[src/rtl/msi_irq_ctrl_if.sv]
// Handshake and status bundle between msi_irq_ctrl and its surroundings
// (interrupt sources on one side, the PCIe core MSI port on the other).
interface msi_irq_ctrl_if #(
  parameter int N_SRC = 4,
  parameter int CNT_W = 16
);
  logic [N_SRC-1:0] irq_i;
  logic             msi_enabled;
  logic [2:0]       msi_mme;
  logic             msi_grant;
  logic             msi_request;
  logic [4:0]       msi_vector;
  logic [N_SRC-1:0] irq_pending_o;
  logic [CNT_W-1:0] coalesce_cnt;

  modport master (
    input  irq_i, msi_enabled, msi_mme, msi_grant,
    output msi_request, msi_vector, irq_pending_o, coalesce_cnt
  );

  modport slave (
    output irq_i, msi_enabled, msi_mme, msi_grant,
    input  msi_request, msi_vector, irq_pending_o, coalesce_cnt
  );
endinterface

[src/rtl/msi_irq_ctrl.sv]
// Level-interrupt edge collector with round-robin arbitration feeding the
// PCIe core MSI request/grant handshake, one vector per source.
module msi_irq_ctrl #(
  parameter int N_SRC   = 4,
  parameter int GAP_CYC = 8,
  parameter int CNT_W   = 16
) (
  input  logic          axi_clk_pcie,
  input  logic          sys_rst,
  msi_irq_ctrl_if.master ctrl
);

  localparam int SEL_W = (N_SRC > 1) ? $clog2(N_SRC) : 1;

  typedef enum logic [1:0] {IDLE, REQ, GAP} state_e;

  state_e           state_q, state_d;
  logic [N_SRC-1:0] irq_prev_q, pend_q, pend_d, rise, clr;
  logic [CNT_W-1:0] cnt_q, cnt_d;
  logic [SEL_W-1:0] sel_q, sel_d, rr_q, rr_d, pick;
  logic [4:0]       vec_q, vec_d;
  logic [7:0]       gap_q, gap_d;
  logic             grant_fire;

  function automatic logic [SEL_W-1:0] rr_pick(input logic [N_SRC-1:0] req,
                                               input logic [SEL_W-1:0] ptr);
    logic [SEL_W-1:0] r;
    logic             found;
    int               idx;
    r     = '0;
    found = 1'b0;
    for (int k = 0; k < N_SRC; k++) begin
      idx = (int'(ptr) + k) % N_SRC;
      if (!found && req[idx]) begin
        r     = SEL_W'(idx);
        found = 1'b1;
      end
    end
    return r;
  endfunction

  // Sources beyond the allocated vector range share the top vector.
  function automatic logic [4:0] map_vec(input logic [SEL_W-1:0] sel,
                                         input logic [2:0] mme);
    logic [2:0] m;
    logic [5:0] maxv;
    m    = (mme > 3'd5) ? 3'd5 : mme;
    maxv = (6'd1 << m) - 6'd1;
    return (6'(sel) > maxv) ? maxv[4:0] : 5'(sel);
  endfunction

  function automatic int unsigned popcnt(input logic [N_SRC-1:0] v);
    int unsigned n;
    n = 0;
    for (int i = 0; i < N_SRC; i++) n += int'(v[i]);
    return n;
  endfunction

  function automatic logic [CNT_W-1:0] sat_add(input logic [CNT_W-1:0] a,
                                               input int unsigned n);
    logic [CNT_W+4:0] s;
    s = {5'b0, a} + (CNT_W+5)'(n);
    return (s > {5'b0, {CNT_W{1'b1}}}) ? {CNT_W{1'b1}} : s[CNT_W-1:0];
  endfunction

  assign rise       = ctrl.irq_i & ~irq_prev_q;
  assign grant_fire = (state_q == REQ) && ctrl.msi_grant;
  assign pick       = rr_pick(pend_q, rr_q);

  always_comb begin
    clr = '0;
    if (grant_fire) clr[sel_q] = 1'b1;
  end

  // A rise on the source being granted re-arms it without counting as coalesced.
  assign pend_d = (pend_q & ~clr) | rise;
  assign cnt_d  = sat_add(cnt_q, popcnt(rise & pend_q & ~clr));

  always_ff @(posedge axi_clk_pcie or posedge sys_rst) begin
    if (sys_rst) state_q <= IDLE;
    else         state_q <= state_d;
  end

  always_comb begin
    state_d = state_q;
    unique case (state_q)
      IDLE: if (ctrl.msi_enabled && (|pend_q)) state_d = REQ;
      REQ: begin
        if (ctrl.msi_grant)         state_d = (GAP_CYC == 0) ? IDLE : GAP;
        else if (!ctrl.msi_enabled) state_d = IDLE;
      end
      GAP: if (gap_q <= 8'd1) state_d = IDLE;
      default: state_d = IDLE;
    endcase
  end

  always_comb begin
    ctrl.msi_request = (state_q == REQ);
  end

  always_comb begin
    sel_d = sel_q;
    vec_d = vec_q;
    rr_d  = rr_q;
    gap_d = gap_q;
    if (state_q == IDLE && state_d == REQ) begin
      sel_d = pick;
      vec_d = map_vec(pick, ctrl.msi_mme);
    end
    if (grant_fire) begin
      rr_d  = (sel_q == SEL_W'(N_SRC - 1)) ? '0 : sel_q + 1'b1;
      gap_d = 8'(GAP_CYC);
    end else if (state_q == GAP) begin
      gap_d = gap_q - 8'd1;
    end
  end

  always_ff @(posedge axi_clk_pcie or posedge sys_rst) begin
    if (sys_rst) begin
      irq_prev_q <= '0;
      pend_q     <= '0;
      cnt_q      <= '0;
      sel_q      <= '0;
      vec_q      <= '0;
      rr_q       <= '0;
      gap_q      <= '0;
    end else begin
      irq_prev_q <= ctrl.irq_i;
      pend_q     <= pend_d;
      cnt_q      <= cnt_d;
      sel_q      <= sel_d;
      vec_q      <= vec_d;
      rr_q       <= rr_d;
      gap_q      <= gap_d;
    end
  end

  assign ctrl.msi_vector    = vec_q;
  assign ctrl.irq_pending_o = pend_q;
  assign ctrl.coalesce_cnt  = cnt_q;

endmodule
[src/flat_wrapper.sv]
// flat-port wrapper written by rule: the top's interface ports become plain ports
module msi_irq_ctrl_flat 
#(
  parameter int N_SRC   = 4,
  parameter int GAP_CYC = 8,
  parameter int CNT_W   = 16
)
  (axi_clk_pcie, sys_rst, ctrl_irq_i, ctrl_msi_enabled, ctrl_msi_mme, ctrl_msi_grant, ctrl_msi_request, ctrl_msi_vector, ctrl_irq_pending_o, ctrl_coalesce_cnt);
  msi_irq_ctrl_if #(.N_SRC(N_SRC), .CNT_W(CNT_W)) ctrl_i ();
  input  logic axi_clk_pcie;
  input  logic sys_rst;
  input wire logic [$bits(ctrl_i.irq_i)-1:0] ctrl_irq_i;
  input wire logic [$bits(ctrl_i.msi_enabled)-1:0] ctrl_msi_enabled;
  input wire logic [$bits(ctrl_i.msi_mme)-1:0] ctrl_msi_mme;
  input wire logic [$bits(ctrl_i.msi_grant)-1:0] ctrl_msi_grant;
  output wire logic [$bits(ctrl_i.msi_request)-1:0] ctrl_msi_request;
  output wire logic [$bits(ctrl_i.msi_vector)-1:0] ctrl_msi_vector;
  output wire logic [$bits(ctrl_i.irq_pending_o)-1:0] ctrl_irq_pending_o;
  output wire logic [$bits(ctrl_i.coalesce_cnt)-1:0] ctrl_coalesce_cnt;
  assign ctrl_i.irq_i = ctrl_irq_i;
  assign ctrl_i.msi_enabled = ctrl_msi_enabled;
  assign ctrl_i.msi_mme = ctrl_msi_mme;
  assign ctrl_i.msi_grant = ctrl_msi_grant;
  assign ctrl_msi_request = ctrl_i.msi_request;
  assign ctrl_msi_vector = ctrl_i.msi_vector;
  assign ctrl_irq_pending_o = ctrl_i.irq_pending_o;
  assign ctrl_coalesce_cnt = ctrl_i.coalesce_cnt;
  msi_irq_ctrl #(.N_SRC(N_SRC), .GAP_CYC(GAP_CYC), .CNT_W(CNT_W)) u_core (.axi_clk_pcie(axi_clk_pcie), .sys_rst(sys_rst), .ctrl(ctrl_i));
endmodule
[config.mk]
export PLATFORM = sky130hd
export DESIGN_NAME = msi_irq_ctrl_flat
export DESIGN_NICKNAME = d
export VERILOG_FILES = /design/src/rtl/msi_irq_ctrl_if.sv /design/src/rtl/msi_irq_ctrl.sv /design/src/flat_wrapper.sv
export SDC_FILE = /design/constraint.sdc
export NUM_CORES = 1
export LEC_CHECK = 0
export CORE_ASPECT_RATIO = 0.75
export CORE_MARGIN = 2
export CORE_UTILIZATION = 30
export CTS_BUF_LIST = sky130_fd_sc_hd__clkbuf_4 sky130_fd_sc_hd__clkbuf_8
export DETAILED_ROUTE_END_ITERATION = 16
export GPL_TIMING_DRIVEN = 0
export HOLD_SLACK_MARGIN = 0.06
export MAX_ROUTING_LAYER = met4
export PLACE_DENSITY = 0.48
export SLEW_MARGIN = 20
export SYNTH_ARGS = -nofsm -noshare
export SYNTH_HDL_FRONTEND = slang
export SYNTH_SLANG_ARGS = --single-unit
[constraint.sdc]
create_clock -name axi_clk_pcie -period 3.5 [get_ports axi_clk_pcie]
set_input_delay 0.7 -clock axi_clk_pcie [delete_from_list [all_inputs] [get_ports axi_clk_pcie]]
set_output_delay 0.7 -clock axi_clk_pcie [all_outputs]
set_load 0.02 [all_outputs]
# == Word-level counts from Yosys, hierarchy flattened ==
# Cells that the tools add are included.
# word_totals
regBits,43
output_inout_bits,26
input_bits,11
# op_classes
add_sub_neg,10
n_mux,32
n_eq_ne,4
order_cmp,10
reduce_logical,16
shift,1
n_bitwise,10
# ops
cell,n
$add 21x1->21,2
$add 16x21->21,1
$gt 21x16->1 const B,1
$mux 2,9
$and 4x4->4,4
$mux 16,1
$mux 8,2
$lt 3x4->1 const B,3
$mux 1,11
$bmux 1 s2,4
$le 8x1->1 const B,1
$not 4->4,2
$sub 8x1->8 const B,1
$logic_and 1x1->1,7
$gt 2x6->1,1
$lt 2x3->1 const B,2
$pmux 2 s3,1
$reduce_or 2->1,3
$shl 1x3->6 const A,1
$sub 6x1->6 const B,1
$mux 5,1
$add 2x1->2 const B,2
$add 2x2->2 const B,2
$eq 2x1->1 const B,2
13 further kinds,18

# == Logic depth before layout (Yosys ltp) ==
# depth
depth_word,16
depth_mapped,14
ltp_nobuf,13

# == Least setup slack after synthesis ==
# OpenSTA, ideal clock, no wires.
# synth_timing
path_kind,input-to-reg
startpoint,input port ctrl_msi_grant
endpoint,"register u_core.cnt_q[12], in the netlist u_core.ctrl.coalesce_cnt[12]"
arrival_ns,3.514
path_buffers,0
setup_slack_ns,-0.139
path_stages,12
setup_ns,0.125
cell_sequence,nand2_1 > or2_2 > o21ai_0 > nor2_1 > ha_1 > fa_1 > ha_1 > fa_1 > a21oi_2 > nor4_4 > nand3_1 > mux2_2
# synth_between
elab_chain_len,10
# synth_lines
element,line,text
start: declaration,flat_wrapper.sv:15,input wire logic [$bits(ctrl_i.msi_grant)-1:0] ctrl_msi_grant;
$logic_and 1x1->1 *,msi_irq_ctrl.sv:67,assign grant_fire = (state_q == REQ) && ctrl.msi_grant;
$mux 4 *,msi_irq_ctrl.sv:72,if (grant_fire) clr[sel_q] = 1'b1;
$not 4->4 *,msi_irq_ctrl.sv:77,"assign cnt_d = sat_add(cnt_q, popcnt(rise & pend_q & ~clr));"
$and 4x4->4 *,msi_irq_ctrl.sv:77,
$add 1x1->2,msi_irq_ctrl.sv:55,for (int i = 0; i < N_SRC; i++) n += int'(v[i]);
$add 21x1->21,msi_irq_ctrl.sv:55,
$add 21x1->21 *,msi_irq_ctrl.sv:55,
$add 16x21->21 *,msi_irq_ctrl.sv:62,"s = {5'b0, a} + (CNT_W+5)'(n);"
$gt 21x16->1,msi_irq_ctrl.sv:63,"return (s > {5'b0, {CNT_W{1'b1}}}) ? {CNT_W{1'b1}} : s[CNT_W-1:0];"
$mux 16 *,msi_irq_ctrl.sv:63,
named net u_core.cnt_d[12],msi_irq_ctrl.sv:19,"logic [CNT_W-1:0] cnt_q, cnt_d;"
end signal: assignment,msi_irq_ctrl.sv:130,cnt_q <= cnt_d;
end: declaration,msi_irq_ctrl.sv:19,
# The timed path passes the listed nets; every way through them passes the cells marked *.
# A chain may end at the register's enable or synchronous reset.

# == Worst setup path after layout ==
# layout_timing
startpoint,input port ctrl_msi_grant
endpoint,"register u_core.cnt_q[15], in the netlist u_core.ctrl.coalesce_cnt[15]"
# The elaborated chain is that of the path after synthesis.

==> summary.txt <==
Worst setup path
  • Worst Path Arrival: 3.52 ns
  • Worst flop-to-flop path startpoint: u_core.state_q[0]$_DFF_PP0_
  • Critical-path cell list: buf_2 > nand2_2 > or2_4 > o21ai_2 > nor2_1 > ha_1 > fa_1 > ha_2 > fa_2 > a21oi_4 > buf_4 > o21ai_0 > mux2_2
  • Top fanout value on the critical path: 4
  • Endpoint of the worst-slack reg-to-reg timing path: u_core.ctrl.coalesce_cnt[15]$_DFF_PP0_
  • Worst R2R Path Depth: 13
  • Cell at the slowest stage of the critical path: fa_1
  • Setup crit end kind: register
  • Crit path largest cell delay: 0.49 ns
  • Critical path class: input pin to register
  • CP Buf/Inv Count: 2
  • R2R setup slack: 0.18 ns
  • Kind of cell adding the most delay to the critical path: adder cells
  • CP Data Required Time: 3.69 ns
  • Category of the worst setup path launch point: input pin

Placed design
  • Number of placed instances with taps included: 358
  • Port bufs: 36
  • Gpl congestion: 0.718
  • HPWL after detailed placement: 3.52 mm
  • Dpl cell area: 0.00280 mm²
  • Post-place setup slack: -0.885 ns

Hold path
  • Endpoint of the worst hold-timing path: u_core.gap_q[6]$_DFFE_PP0P_
  • Tightest Hold Check Type: register to register
  • Launch instance of the worst min-delay path: u_core.gap_q[6]$_DFFE_PP0P_
  • Worst Hold Path Cells: 1

Global routing
  • Aggregate global-route resource usage: 0.131
  • GRT Residual Overflow: 0
  • Initial antenna violation count: 0
  • Maximum number of pins on one net before global-route repair: 29
  • Wire length of the first global-routing pass: 8.33 mm
  • Via count of the first global-routing pass: 1666

Clock tree
  • Clock Tree Buf Depth: 2
  • Root buf cell: clkbuf_8
  • Hold-fix buffer count after cts: 0
  • Clock transition at the registers of the reported paths: 0.08 ns
  • Clock insertion delay at the later pin of the skew report: 0.30 ns
  • CTS H-tree lvls: 2
  • Sinks on Clock Net: 43
  • TritonCTS clock tree: built
  • Number of buffers added by the clock tree synthesis step: 5

Logic synthesis
  • Gate Count Post-Synth: 220
  • Count of state elements after synthesis: 43
  • Area of the mapped netlist: 0.00228 mm²
  • Top FF cell, synth: dfrtp_1
  • Seq/Total Area, Yosys: 0.471
  • Cell variety after synth: 49
  • Count of synthesis-stage warnings from yosys: 0
  • EDFF count, synth: 0
  • Avg Inst Size Synth: 10.4 µm²
  • Fraction of registers with async set or reset after synthesis: 1.00
  • Synthesized net count: 246

Die
  • Number of placed I/O pins: 37
  • Number of rows created at floorplan: 27
  • Area of the core: 0.00736 mm²
  • Die Height: 79.5 µm
  • Area of the die: 0.00833 mm²
  • Width of the chip: 105 µm
  • Starting density of the core: 0.310

Layout
  • Antenna Diode Count: 0
  • Layout Area Growth over Synthesis: 32.1%
  • Commonest cells after routing, fill and taps aside: 43 x dfrtp_1, 35 x clkdlybuf4s50_1, 21 x nand2_1, 16 x nor2_1, 12 x ha_1
  • # nets final: 296
  • Share of final-layout standard cells stronger than drive strength 1: 0.159
  • Fraction of the core area covered by cells at the end of the flow: 0.409
  • Most frequent standard cell in the layout excluding fill and tap cells: dfrtp_1
  • Final instance area: 0.00301 mm²
  • Number of standard cells in the layout, taps in and fillers out: 372

Timing
  • Worst path setup slack after routing: 0.168 ns
  • Setup clock skew after layout: 0.00608 ns
  • RSZ-0062 raised after global routing: no
  • Timing-limited maximum frequency: 300 MHz
  • Final max-slew violation count: 0
  • Rel. slew slack: 0.704
  • Count of final hold-check violations: 0
  • Worst hold slack: 0.486 ns
  • Clock period minus worst slack: 3.33 ns
  • Final Setup Violations: 0
  • Period Utilization, post-route: 0.952
  • Slew at the pin with the worst max-slew slack: 0.439 ns

Power and ir drop
  • Peak supply drop: 0.379 mV
  • Static power due to leakage: 1.32 nW
  • Cell Pwr Density: 749 mW/mm²

Job
  • Max cap viols: 0

Detailed routing
  • Average via count per standard cell: 4.60
  • Detailed Routing Iterations Pass 1: 4
  • Number of design-rule violations left by the first detailed-router iteration: 66
  • Final ANT Viol Nets: 0
  • Drt drc: 0
  • Via count: 1713
  • Average routed wire per standard cell: 13.1 µm
  • Detailed-route wire length: 4.88 mm

Run status
  • Run status: finished clean
-- worst max path at each step --
| stage | slack (ns) | start | to | cells past startpoint |
|---|---|---|---|---|
| 2_1_floorplan | 0.05 | ctrl_msi_grant | u_core.ctrl.coalesce_cnt[12]$_DFF_PP0_ | 12 |
| 3_3_place_gp | -0.87 | ctrl_msi_grant | u_core.ctrl.coalesce_cnt[11]$_DFF_PP0_ | 14 |
| 3_5_place_dp | -0.89 | ctrl_msi_grant | u_core.ctrl.coalesce_cnt[11]$_DFF_PP0_ | 14 |
| 4_1_cts | 0.07 | ctrl_msi_grant | u_core.ctrl.coalesce_cnt[4]$_DFF_PP0_ | 14 |
| 5_1_grt | 0.02 | u_core.state_q[0]$_DFF_PP0_ | u_core.ctrl.coalesce_cnt[4]$_DFF_PP0_ | 14 |
| 6_report | 0.17 | ctrl_msi_grant | u_core.ctrl.coalesce_cnt[15]$_DFF_PP0_ | 13 |
-- state kept, by name (all words and copies together) (netlist names) --
signal and cells:
u_core.state_q 2, u_core.gap_q 8, u_core.ctrl.msi_vector 5, u_core.sel_q 2, u_core.irq_prev_q 4, u_core.ctrl.coalesce_cnt 16
u_core.rr_q 2, u_core.ctrl.irq_pending_o 4
-- Yosys cell counts (all sizes together) (3+ instances only) --
cell,number,area share
o311ai,3,0.019
and2,3,0.0082
inv,12,0.020
xor2,4,0.015
o21ai,11,0.024
nand2,22,0.036
nand2b,10,0.031
dfrtp,43,0.47
nor2,16,0.026
and2b,3,0.0099
o211ai,3,0.0099
nand4,4,0.011
nor4,3,0.015
nand3,5,0.011
ha,13,0.071
or3,3,0.0082
o31ai,3,0.0099
a21oi,10,0.024
mux2,4,0.020
o41ai,3,0.015
xnor2,4,0.015
buf,6,0.016
nor3,3,0.0066
or2,4,0.011
-- what timing repair did --
action	in CTS	in global routing
hold endpoints to repair	0	0
setup buffers	5	0
endpoints found under the setup margin	16	14
pin swaps	10	2
gates cloned	1	0
gates resized for setup	13	2
-- worst reg2reg max path: stages, from the launching register on --
cell     delay, ns
dfrtp_1       0.34
buf_6         0.13
nand2_2       0.06
or2_4         0.28
o21ai_2       0.15
nor2_1        0.06
ha_1          0.33
fa_1          0.49
ha_2          0.23
fa_2          0.42
a21oi_4       0.22
buf_4         0.16
o21ai_0       0.07
mux2_2        0.26
-- report_power, final --
part	switching (mW)	internal, mW	leakage, nW
Sequential	0.162	0.642	0.536
Clock	0.174	0.293	0.0688
Combinational	0.506	0.480	0.715
-- through the flow --
step | total power [mW] | setup TNS, ns
final | 2.26 | 0
after global routing | 2.44 | 0
after CTS | 2.28 | 0
after detailed placement | 1.74 | -12.08
after global placement | 1.73 | -11.98
after floorplan | 1.43 | 0
-- per-layer routing --
metal	vias up	share of wire	GRT usage
li1	878	-	-
met1	809	0.55	0.192
met2	22	0.41	0.175
met3	4	0.022	0.0278
met4	0	0.014	0.0480
met5	-	0	-
-- cell type report --
| type | instances | area (µm²) |
|---|---|---|
| fill | 771 | 4350 |
| multi-input combinational | 158 | 1160 |
| sequential | 43 | 1080 |
| timing repair buffer | 43 | 420 |
| tap | 101 | 126 |
| clock buffer | 6 | 76.3 |
| clock inverter | 2 | 60.1 |
| buffer | 7 | 46.3 |
| inverter | 12 | 45.0 |
-- logic make-up after synthesis --
kind of cell | count (synthesis) | synth area share
compound gates | 47 | 0.151
xor+xnor | 8 | 0.0307
fa+ha+maj | 15 | 0.0888
buf+inv | 19 | 0.0373
flops | 43 | 0.471
mux | 5 | 0.0241
simple gates | 83 | 0.197
Power figures use the tool's default switching activity.
